<file path="config.mk">
export PLATFORM = sky130hd
export DESIGN_NAME = ask_secded_link
export DESIGN_NICKNAME = d
export VERILOG_FILES = /design/src/rtl/ask_secded_link.sv
export SDC_FILE = /design/constraint.sdc
export NUM_CORES = 1
export LEC_CHECK = 0
export CAP_MARGIN = 15
export CORE_UTILIZATION = 30
export CTS_CLUSTER_DIAMETER = 80
export CTS_CLUSTER_SIZE = 14
export DETAILED_ROUTE_END_ITERATION = 10
export PLACE_DENSITY = 0.6
export SLEW_MARGIN = 20
export SYNTH_ARGS = -nofsm -noshare
export SYNTH_HDL_FRONTEND = slang
export SYNTH_SLANG_ARGS = --single-unit
</file>
<file path="constraint.sdc">
create_clock -name clk -period 3.6 [get_ports clk]
set_input_delay 0.72 -clock clk [delete_from_list [all_inputs] [get_ports clk]]
set_output_delay 0.72 -clock clk [all_outputs]
set_load 0.1 [all_outputs]
</file>
<file path="src/rtl/ask_secded_link.sv">
// SECDED(8,4) nibble link: encodes a nibble, ASK-modulates it one bit per SPB samples, majority-votes
// it back and corrects it. Result valid 8*SPB+1 edges after accept.
// Backpressure: in_ready only in IDLE; the result is held in DONE until out_ready.
// Optional ASK_SECDED_LINK_NOISE_EN adds a noise_mask port that flips codeword bits before transmission.
module ask_secded_link #(
  parameter int SPB    = 128,
  parameter int THRESH = 128,
  parameter int VOTE   = SPB / 4
) (
  input  logic        clk,
  input  logic        reset,
  input  logic        in_valid,
  output logic        in_ready,
  input  logic [3:0]  in_data,
  input  logic [15:0] freq,
`ifdef ASK_SECDED_LINK_NOISE_EN
  input  logic [7:0]  noise_mask,
`endif
  output logic [7:0]  ask_out,
  output logic        out_valid,
  input  logic        out_ready,
  output logic [3:0]  out_data,
  output logic        err_corr,
  output logic        err_double,
  output logic        err_parity
);

  localparam int SW = (SPB > 1) ? $clog2(SPB) : 1;
  localparam int CW = $clog2(SPB + 1);

  typedef enum logic [1:0] {IDLE, TX, DECODE, DONE} state_t;

  state_t        state, state_nxt;
  logic [7:0]    cw;
  logic [7:0]    rx;
  logic [15:0]   phase;
  logic [2:0]    bit_idx;
  logic [SW-1:0] samp_cnt;
  logic [CW-1:0] vote_cnt;

  logic [7:0]    cw_enc;
  logic [7:0]    cw_tx;
  logic [7:0]    lut_val;
  logic [7:0]    samp;
  logic          last_samp;
  logic          vote_inc;
  logic [CW-1:0] vote_nxt;
  logic          vote_bit;
  logic [2:0]    syn;
  logic          ovr;
  logic [6:0]    flip;
  logic [6:0]    corr_word;
  logic [3:0]    dec_data;
  logic          dec_corr;
  logic          dec_double;
  logic          dec_parity;

  assign in_ready  = (state == IDLE);
  assign out_valid = (state == DONE);

  // Hamming(7,4) plus overall parity; noise is applied to the word as latched
  always_comb begin
    cw_enc    = 8'd0;
    cw_enc[0] = in_data[0] ^ in_data[1] ^ in_data[3];
    cw_enc[1] = in_data[0] ^ in_data[2] ^ in_data[3];
    cw_enc[2] = in_data[0];
    cw_enc[3] = in_data[1] ^ in_data[2] ^ in_data[3];
    cw_enc[4] = in_data[1];
    cw_enc[5] = in_data[2];
    cw_enc[6] = in_data[3];
    cw_enc[7] = ^cw_enc[6:0];
`ifdef ASK_SECDED_LINK_NOISE_EN
    cw_tx     = cw_enc ^ noise_mask;
`else
    cw_tx     = cw_enc;
`endif
  end

  // One-period sine LUT indexed by the top phase nibble, gated by the current code bit
  always_comb begin
    lut_val = 8'd128;
    case (phase[15:12])
      4'd0:  lut_val = 8'd128;
      4'd1:  lut_val = 8'd176;
      4'd2:  lut_val = 8'd218;
      4'd3:  lut_val = 8'd245;
      4'd4:  lut_val = 8'd255;
      4'd5:  lut_val = 8'd245;
      4'd6:  lut_val = 8'd218;
      4'd7:  lut_val = 8'd176;
      4'd8:  lut_val = 8'd128;
      4'd9:  lut_val = 8'd80;
      4'd10: lut_val = 8'd38;
      4'd11: lut_val = 8'd11;
      4'd12: lut_val = 8'd0;
      4'd13: lut_val = 8'd11;
      4'd14: lut_val = 8'd38;
      4'd15: lut_val = 8'd80;
      default: lut_val = 8'd128;
    endcase
    samp      = cw[bit_idx] ? lut_val : 8'd0;
    last_samp = (samp_cnt == SW'(SPB - 1));
    vote_inc  = (samp > 8'(THRESH));
    vote_nxt  = vote_cnt + CW'(vote_inc);
    // The vote includes the sample taken on the closing edge of the bit
    vote_bit  = (vote_nxt > CW'(VOTE));
  end

  // Syndrome decode; a nonzero syndrome names the 1-based Hamming position in error
  always_comb begin
    syn[0]     = rx[0] ^ rx[2] ^ rx[4] ^ rx[6];
    syn[1]     = rx[1] ^ rx[2] ^ rx[5] ^ rx[6];
    syn[2]     = rx[3] ^ rx[4] ^ rx[5] ^ rx[6];
    ovr        = ^rx;
    flip       = 7'd0;
    dec_corr   = 1'b0;
    dec_double = 1'b0;
    dec_parity = 1'b0;
    if (syn != 3'd0 && ovr) begin
      flip     = 7'd1 << (syn - 3'd1);
      dec_corr = 1'b1;
    end else if (syn != 3'd0) begin
      dec_double = 1'b1;
    end else if (ovr) begin
      dec_parity = 1'b1;
    end
    corr_word = rx[6:0] ^ flip;
    dec_data  = {corr_word[6], corr_word[5], corr_word[4], corr_word[2]};
  end

  // State register
  always_ff @(posedge clk or posedge reset) begin
    if (reset) state <= IDLE;
    else       state <= state_nxt;
  end

  // Next-state logic
  always_comb begin
    state_nxt = state;
    case (state)
      IDLE:    if (in_valid)                      state_nxt = TX;
      TX:      if (last_samp && bit_idx == 3'd7)  state_nxt = DECODE;
      DECODE:                                     state_nxt = DONE;
      DONE:    if (out_ready)                     state_nxt = IDLE;
      default:                                    state_nxt = IDLE;
    endcase
  end

  // Datapath: latch on accept, modulate and vote in TX, register the decode result
  always_ff @(posedge clk or posedge reset) begin
    if (reset) begin
      cw         <= 8'd0;
      rx         <= 8'd0;
      phase      <= 16'd0;
      bit_idx    <= 3'd0;
      samp_cnt   <= '0;
      vote_cnt   <= '0;
      ask_out    <= 8'd0;
      out_data   <= 4'd0;
      err_corr   <= 1'b0;
      err_double <= 1'b0;
      err_parity <= 1'b0;
    end else begin
      case (state)
        IDLE: begin
          ask_out <= 8'd0;
          if (in_valid) begin
            cw       <= cw_tx;
            rx       <= 8'd0;
            phase    <= 16'd0;
            bit_idx  <= 3'd0;
            samp_cnt <= '0;
            vote_cnt <= '0;
          end
        end
        TX: begin
          ask_out <= samp;
          phase   <= phase + freq;
          if (last_samp) begin
            rx[bit_idx] <= vote_bit;
            vote_cnt    <= '0;
            samp_cnt    <= '0;
            bit_idx     <= bit_idx + 3'd1;
          end else begin
            vote_cnt <= vote_nxt;
            samp_cnt <= samp_cnt + SW'(1);
          end
        end
        DECODE: begin
          ask_out    <= 8'd0;
          out_data   <= dec_data;
          err_corr   <= dec_corr;
          err_double <= dec_double;
          err_parity <= dec_parity;
        end
        default: ask_out <= 8'd0;
      endcase
    end
  end

endmodule

</file>
==> impl_results.md, run 1 <==
* Die height at 119.6 µm
* DP HPWL at 6567 µm
* Via/cell ratio at 4.968
* Fin crit share at 0.9591
* Worst EP arrival at 3650 ps
* IO buf count at 40
* Met2 Wirelength at 4222 µm
* Adder-cell area share of the yosys netlist at 0.1013
* Fin area at 5124 µm²
* Site row count at 42
* Hold-critical path depth at 2
* Synth Area in Compound Gates at 0.1788
* Met1 Routed Length at 4313 µm
* Antenna Nets Post-Route at 0
* Endpoints failing setup at 0
* Asr flop ratio synth at 1.000
* EDFF count, synth at 0
* Avg WL per Cell at 13.51 µm
* XOR/XNOR share of the synthesized area at 0.07175
* Antenna violations before repair at 0
* DR vias at 3289
* WP data required at 3800 ps
* Worst slew pin tran at 978.7 ps
* Yosys cell types at 61
* Crit path buf inv count at 1
* Relative slew margins at 0.3455
* Dpl ws at 12.64 ps
* DRT iter0 DRCs at 140
* Clk slew on worst S/H paths at 60 ps
* Pre-antenna DRT Iters at 4
* Slew Limit Fails at 0
* Fin. Hold Viols at 0
* Area grow syn2layout at 23.45%
* Total track usage at 0.1346
* Routability cong. at 0.8353
* Die span in x at 119.6 µm
* Slowest-stage cell, CP: mux4_2
* Max layer used: met4
* Mux contribution to synthesized area at 0.04793
* DP Area at 4786 µm²
* VDD IR max at 0.2569 mV
* Max-cap viol count at 0
* Final setup TNS at 0 ps
* Worst setup path class: reg -> reg
* Worst path top cell family by delay: compound AO/OA/AOI/OAI gates
* CTS tree: yes
* GRT Residual Overflow at 0
* Layout cells sized above 1 at 0.1132
* Met3 WL at 292 µm
* FILL cells at 1320
* Mapped cell area at 4150 µm²
* Hold crit path type: reg -> reg
* CTS Buffer Depth at 2
* Main combinational cell family by area after synthesis: compound AO/OA/AOI/OAI gates
* Layout Nets at 538
* Synth warn at 0
* Register area at 1677 µm²
* First-pass GRT wire length at 15390 µm
* Vias in the first global route at 3234
* Clk_lat worst skew at 330 ps
* Reg2reg path depth at 14
* Post-Route Utilization at 0.3839
* Die Footprint at 14310 µm²
* Synthesized area per cell at 9.541 µm²
* Final setup margin at 147.3 ps
* Period minus WS final at 3453 ps
* Outcome: finished clean
* CP endpoint kind: flip-flop
* Largest stage delay on the critical path at 480 ps
* CP Max Fanout at 8
* Cts bufs inserted at 9
* F_max at 0.2896 GHz
* Drt drc at 0
* Synthesized flop and latch total at 67
* CP cell instances: inv_2 > ha_1 > mux4_2 > and4bb_1 > a21oi_1 > o211a_1 > ha_1 > ha_2 > nor3_1 > a31oi_1 > o32ai_1 > o31ai_4 > nor2_4 > a21oi_1
* P_leak at 2.199 nW
* Syn Nets at 492
* Critical Path Source Type: flip-flop
* H-tree levels at 3
* Synth Flop Type: dfrtp_1
* Simple-gate share of the synthesized area at 0.1691
* Fin Clk Skew at 5.977 ps
* IO Pins at 41
* Synth Instances at 435
* Starting Density at 0.3109
* Crit path depth at 14
* TritonCTS Sinks at 67
* Post-Route WL at 8944 µm
* Seq/Total Area, Yosys at 0.4040
* N_diodes at 0
* CORE AREA at 13350 µm²
* Root buffer cell: clkbuf_16
* Area of the multi-input gates at 2397 µm²
* Ratio of total power to cell area at 860.7 nW/µm²
* Largest net degree at the start of global routing at 36
tightest hold or removal path, delay by kind of cell (launching register included):
kind	cells	cell delay (ps)
AO/OA/AOI/OAI	1	60
flip-flops	1	340
AND/OR/NAND/NOR	1	50
metal layers:
metal,track usage,up-vias
li1,-,1669
met1,0.1769,1563
met2,0.2182,49
met3,0.02709,8
met4,0.04922,0
met5,0,-
path summary, 6_finish.rpt:
check	end	from	slack, ps
max	rx[0]	phase[12]	150
min	phase[8]	phase[8]	480
max reg2reg	rx[0]	phase[12]	150
min reg2reg	phase[8]	phase[8]	480
max in group asynchronous	bit_idx[0]	reset	2090
min in group asynchronous	ask_out[7]	reset	860
where the power goes:
group | switching [mW] | total [mW] | internal, mW | leakage [nW]
sequential | 0.152 | 1.14 | 0.990 | 0.876
clock | 0.334 | 0.873 | 0.539 | 0.132
combinational | 1.53 | 2.40 | 0.863 | 1.19
per-stage QoR:
stage | std cells | power, mW | hold WS [ps]
final | 662 | 4.410 | 484.4
after global routing | 662 | 4.737 | 517.4
after CTS | 661 | 4.442 | 488.6
after detailed placement | 645 | 3.543 | 475.5
after global placement | 645 | 3.491 | 461.6
after floorplan | 435 | 2.979 | 444.8
registers in the layout, summed over array words and instances, names as in the netlist:
register	count
phase	16
ask_out	8
cw	8
rx	8
vote_cnt	8
samp_cnt	7
out_data	4
bit_idx	3
state	2
err_corr	1
err_double	1
err_parity	1
layout by cell type (no fill, tap or decap), types with 4 or more instances in the layout:
cell	count
dfrtp_1	67
nand2_1	41
clkdlybuf4s50_1	38
a21oi_1	33
o21ai_0	33
nor2_1	31
ha_1	31
xnor2_1	19
nand3_1	17
xor2_1	15
nor3_1	12
inv_1	11
buf_4	11
clkbuf_16	9
mux2_2	6
and3_1	6
a22o_1	6
nand2b_1	5
nand4_1	5
and2_1	4
o31ai_1	4
o21ai_1	4
o21bai_1	4
mux4_2	4
cell usage after synthesis, drive strengths merged, types with 6 or more instances:
master | count | share of area
dfrtp | 67 | 0.40
nand2 | 41 | 0.037
o21ai | 38 | 0.047
a21oi | 36 | 0.045
ha | 32 | 0.096
nor2 | 32 | 0.030
xnor2 | 19 | 0.040
nand3 | 17 | 0.021
xor2 | 15 | 0.032
inv | 14 | 0.013
nor3 | 14 | 0.018
clkbuf | 12 | 0.011
mux2 | 7 | 0.019
a22o | 6 | 0.013
and3 | 6 | 0.0090
area by class of cell:
class	instances	area share
Clock buffer	11	0.04542
Tap cell	176	0.04298
Clock inverter	5	0.01197
Inverter	14	0.01026
Sequential cell	67	0.3272
Timing Repair Buffer	50	0.09426
Multi-Input combinational cell	339	0.4679
kinds of logic (layout without fill, tap and decap cells):
family | after synthesis | after routing
simple gates | 141 | 141
compound gates | 117 | 117
flops | 67 | 67
xor+xnor | 34 | 34
fa+ha+maj | 33 | 33
buf+inv | 29 | 80
mux | 14 | 14
timing repair:
item	in CTS	in global routing
hold buffers	0	0
resized for setup	0	8
setup buffers	0	1
endpoints found under the setup margin	0	8
No activity file was read; power rests on OpenSTA's default activity.
==> run 2: changes to the inputs <==
- PLACE_DENSITY: 0.6 -> 0.58
- REMOVE_ABC_BUFFERS: unset -> 1
- clock period: 3.6 -> 4.1 ns (I/O delays scaled with it)
==> impl_results.md, run 2 (same netlist as run 1, synthesis figures left out) <==
* Routability cong. at 0.8320 (was 0.8353)
* Pre-antenna DRT Iters at 4 (unchanged)
* Total track usage at 0.1356 (was 0.1346)
* Internal power at 2.206 mW (was 2.391 mW)
* Die span in x at 119.6 µm (unchanged)
* Die height at 119.6 µm (unchanged)
* Switch share at 0.4471 (was 0.4578)
* Fin. Hold Viols at 0 (unchanged)
* Post-cts hold buffer count at 0 (unchanged)
* Layout cells sized above 1 at 0.08977 (was 0.1132)
* Drt drc at 0 (unchanged)
* Hold Path Sink: cw[7] (was phase[8])
* Slew Limit Fails at 0 (unchanged)
* Largest reg by FF count: phase (unchanged)
* Hold crit path type: reg -> reg (unchanged)
* FILL cells at 1359 (was 1320)
* Reg2reg path depth at 14 (unchanged)
* CP Max Fanout at 9 (was 8)
* CP endpoint kind: flip-flop (unchanged)
* Root buffer cell: clkbuf_16 (unchanged)
* Max-cap viol count at 0 (unchanged)
* CTS Buffer Depth at 2 (unchanged)
* # Post-CTS Setup Buffers at 0 (unchanged)
* Net Sw Power at 1.783 mW (was 2.019 mW)
* Vias in the first global route at 3307 (was 3234)
* VDD IR max at 0.2866 mV (was 0.2569 mV)
* Antenna Nets Post-Route at 0 (unchanged)
* Outcome: finished clean (unchanged)
* WP data required at 4370 ps (was 3800 ps)
* Final setup TNS at 0 ps (unchanged)
* Fin crit share at 0.9253 (was 0.9591)
* Most frequent cells in the layout: dfrtp_1, nand2_1, clkdlybuf4s50_1, a21oi_1, o21ai_0 (unchanged)
* CTS tree: yes (unchanged)
* Sequential share of power at 0.259 (about the same)
* Die Footprint at 14310 µm² (unchanged)
* Ratio of total power to cell area at 784.5 nW/µm² (was 860.7 nW/µm²)
* Worst setup path class: reg -> reg (unchanged)
* IO buf count at 40 (unchanged)
* Antenna violations before repair at 0 (unchanged)
* GRT Residual Overflow at 0 (unchanged)
* Clk slew on worst S/H paths at 60 ps (about the same)
* Post-Route Utilization at 0.3810 (was 0.3839)
* Period minus WS final at 3794 ps (was 3453 ps)
* Relative slew margins at 0.3489 (was 0.3455)
* Internal reg-to-reg setup slack at 310 ps (was 150 ps)
* Worst EP arrival at 4070 ps (was 3650 ps)
* Number of flip-flops in the largest register at 16 (unchanged)
* P_leak at 2.193 nW (was 2.199 nW)
* Via/cell ratio at 5.063 (was 4.968)
* Clock network fraction of design power at 0.229 (was 0.198)
* CORE AREA at 13350 µm² (unchanged)
* Power share of the combinational group at 0.512 (was 0.543)
* Critical R2R Launch: phase[13] (was phase[12])
* DRT iter0 DRCs at 134 (was 140)
* Starting Density at 0.3109 (unchanged)
* Post-CTS sizing at 0 (unchanged)
* Fin Clk Skew at 10.45 ps (was 5.977 ps)
* N_diodes at 0 (unchanged)
* Clk_lat worst skew at 340 ps (was 330 ps)
* DR vias at 3316 (was 3289)
* DP HPWL at 6534 µm (was 6567 µm)
* Hold-critical path depth at 2 (unchanged)
* Unrepaired setup endpoints after global routing: no
* Worst slew pin tran at 973.6 ps (was 978.7 ps)
* TritonCTS Sinks at 67 (unchanged)
* Most common cell after layout, fill and taps aside: dfrtp_1 (unchanged)
* IO Pins at 41 (unchanged)
* Avg WL per Cell at 13.75 µm (was 13.51 µm)
* Layout Nets at 531 (was 538)
* Area grow syn2layout at 22.52% (was 23.45%)
* Post-Route WL at 9007 µm (was 8944 µm)
* H-tree levels at 3 (unchanged)
* Site row count at 42 (unchanged)
* RR Endpoint: rx[7] (was rx[0])
* Critical Path Source Type: flip-flop (unchanged)
* F_max at 0.2636 GHz (was 0.2896 GHz)
* Endpoints failing setup at 0 (unchanged)
* First-pass GRT wire length at 15400 µm (was 15390 µm)
* Cts bufs inserted at 9 (unchanged)
* Hold Crit Start: cw[7] (was phase[8])
* Largest net degree at the start of global routing at 60 (was 36)
run 2: cell count changes in the layout (fill, tap and decap cells not counted), sizes merged:
| cell | delta |
|---|---|
| clkinvlp | -3 |
| inv | -1 |
| clkinv | +3 |
| buf | -9 |
| bufinv | +2 |
| clkbuf | -1 |
| clkdlybuf4s50 | +2 |
run 2: power groups by stage:
stage | sequential (mW) | combinational [mW] | clock (mW)
global placement | 1.03 | 2.00 | 0
CTS | 1.03 | 2.06 | 0.936
detailed placement | 1.04 | 2.05 | 0
finish | 1.03 | 2.04 | 0.915
global route | 1.06 | 2.26 | 0.959
floorplan | 1.35 | 1.24 | 0
run 2: routing by layer:
metal,vias to the layer above,share of wire,track usage
met4,0,0.022,0.06641
met5,-,0,0
met3,17,0.043,0.03089
met1,1592,0.45,0.1632
met2,54,0.48,0.2276
li1,1653,-,-
run 2: worst max-delay path by stage:
stage,start,depth (start not counted),endpoint,slack [ps]
floorplan,phase[13],14,rx[7],660
global placement,phase[13],14,rx[7],470
detailed placement,phase[13],14,rx[7],330
CTS,phase[13],14,rx[7],310
global route,phase[13],14,rx[7],70
finish,phase[13],14,rx[7],310
run 2: metrics by stage:
| stage | hold slack, ps | setup slack (ps) | power, mW | cells | area (µm²) |
|---|---|---|---|---|---|
| 2_1_floorplan | 444.8 | 658.7 | 2.591 | 420 | 4090 |
| 3_3_place_gp | 462.0 | 468.3 | 3.037 | 639 | 4733 |
| 3_5_place_dp | 470.4 | 328.8 | 3.093 | 639 | 4733 |
| 4_1_cts | 482.8 | 312.9 | 4.029 | 655 | 5085 |
| 5_1_grt | 506.9 | 66.06 | 4.278 | 655 | 5085 |
| 6_report | 481.1 | 306.1 | 3.989 | 655 | 5085 |
run 2: area by class of cell:
type | instances | area (µm²) | share of cell area
Multi-Input combinational cell | 339 | 2361 | 0.4643
Sequential cell | 67 | 1677 | 0.3297
Timing Repair Buffer | 43 | 422.9 | 0.08317
Clock buffer | 10 | 239.0 | 0.04700
Tap cell | 176 | 220.2 | 0.04331
Clock inverter | 6 | 112.6 | 0.02215
Inverter | 14 | 52.55 | 0.01033
run 2: critical path: stages (launching register included):
cell and delay, ps:
dfrtp_1 490, inv_1 180, ha_1 320, mux4_2 480, and4bb_1 300, a21oi_1 70, o211a_1 210, ha_1 200
ha_1 240, and3_1 240, and3_1 210, and4_1 200, o31ai_1 290, nor2_2 140, a21oi_1 160
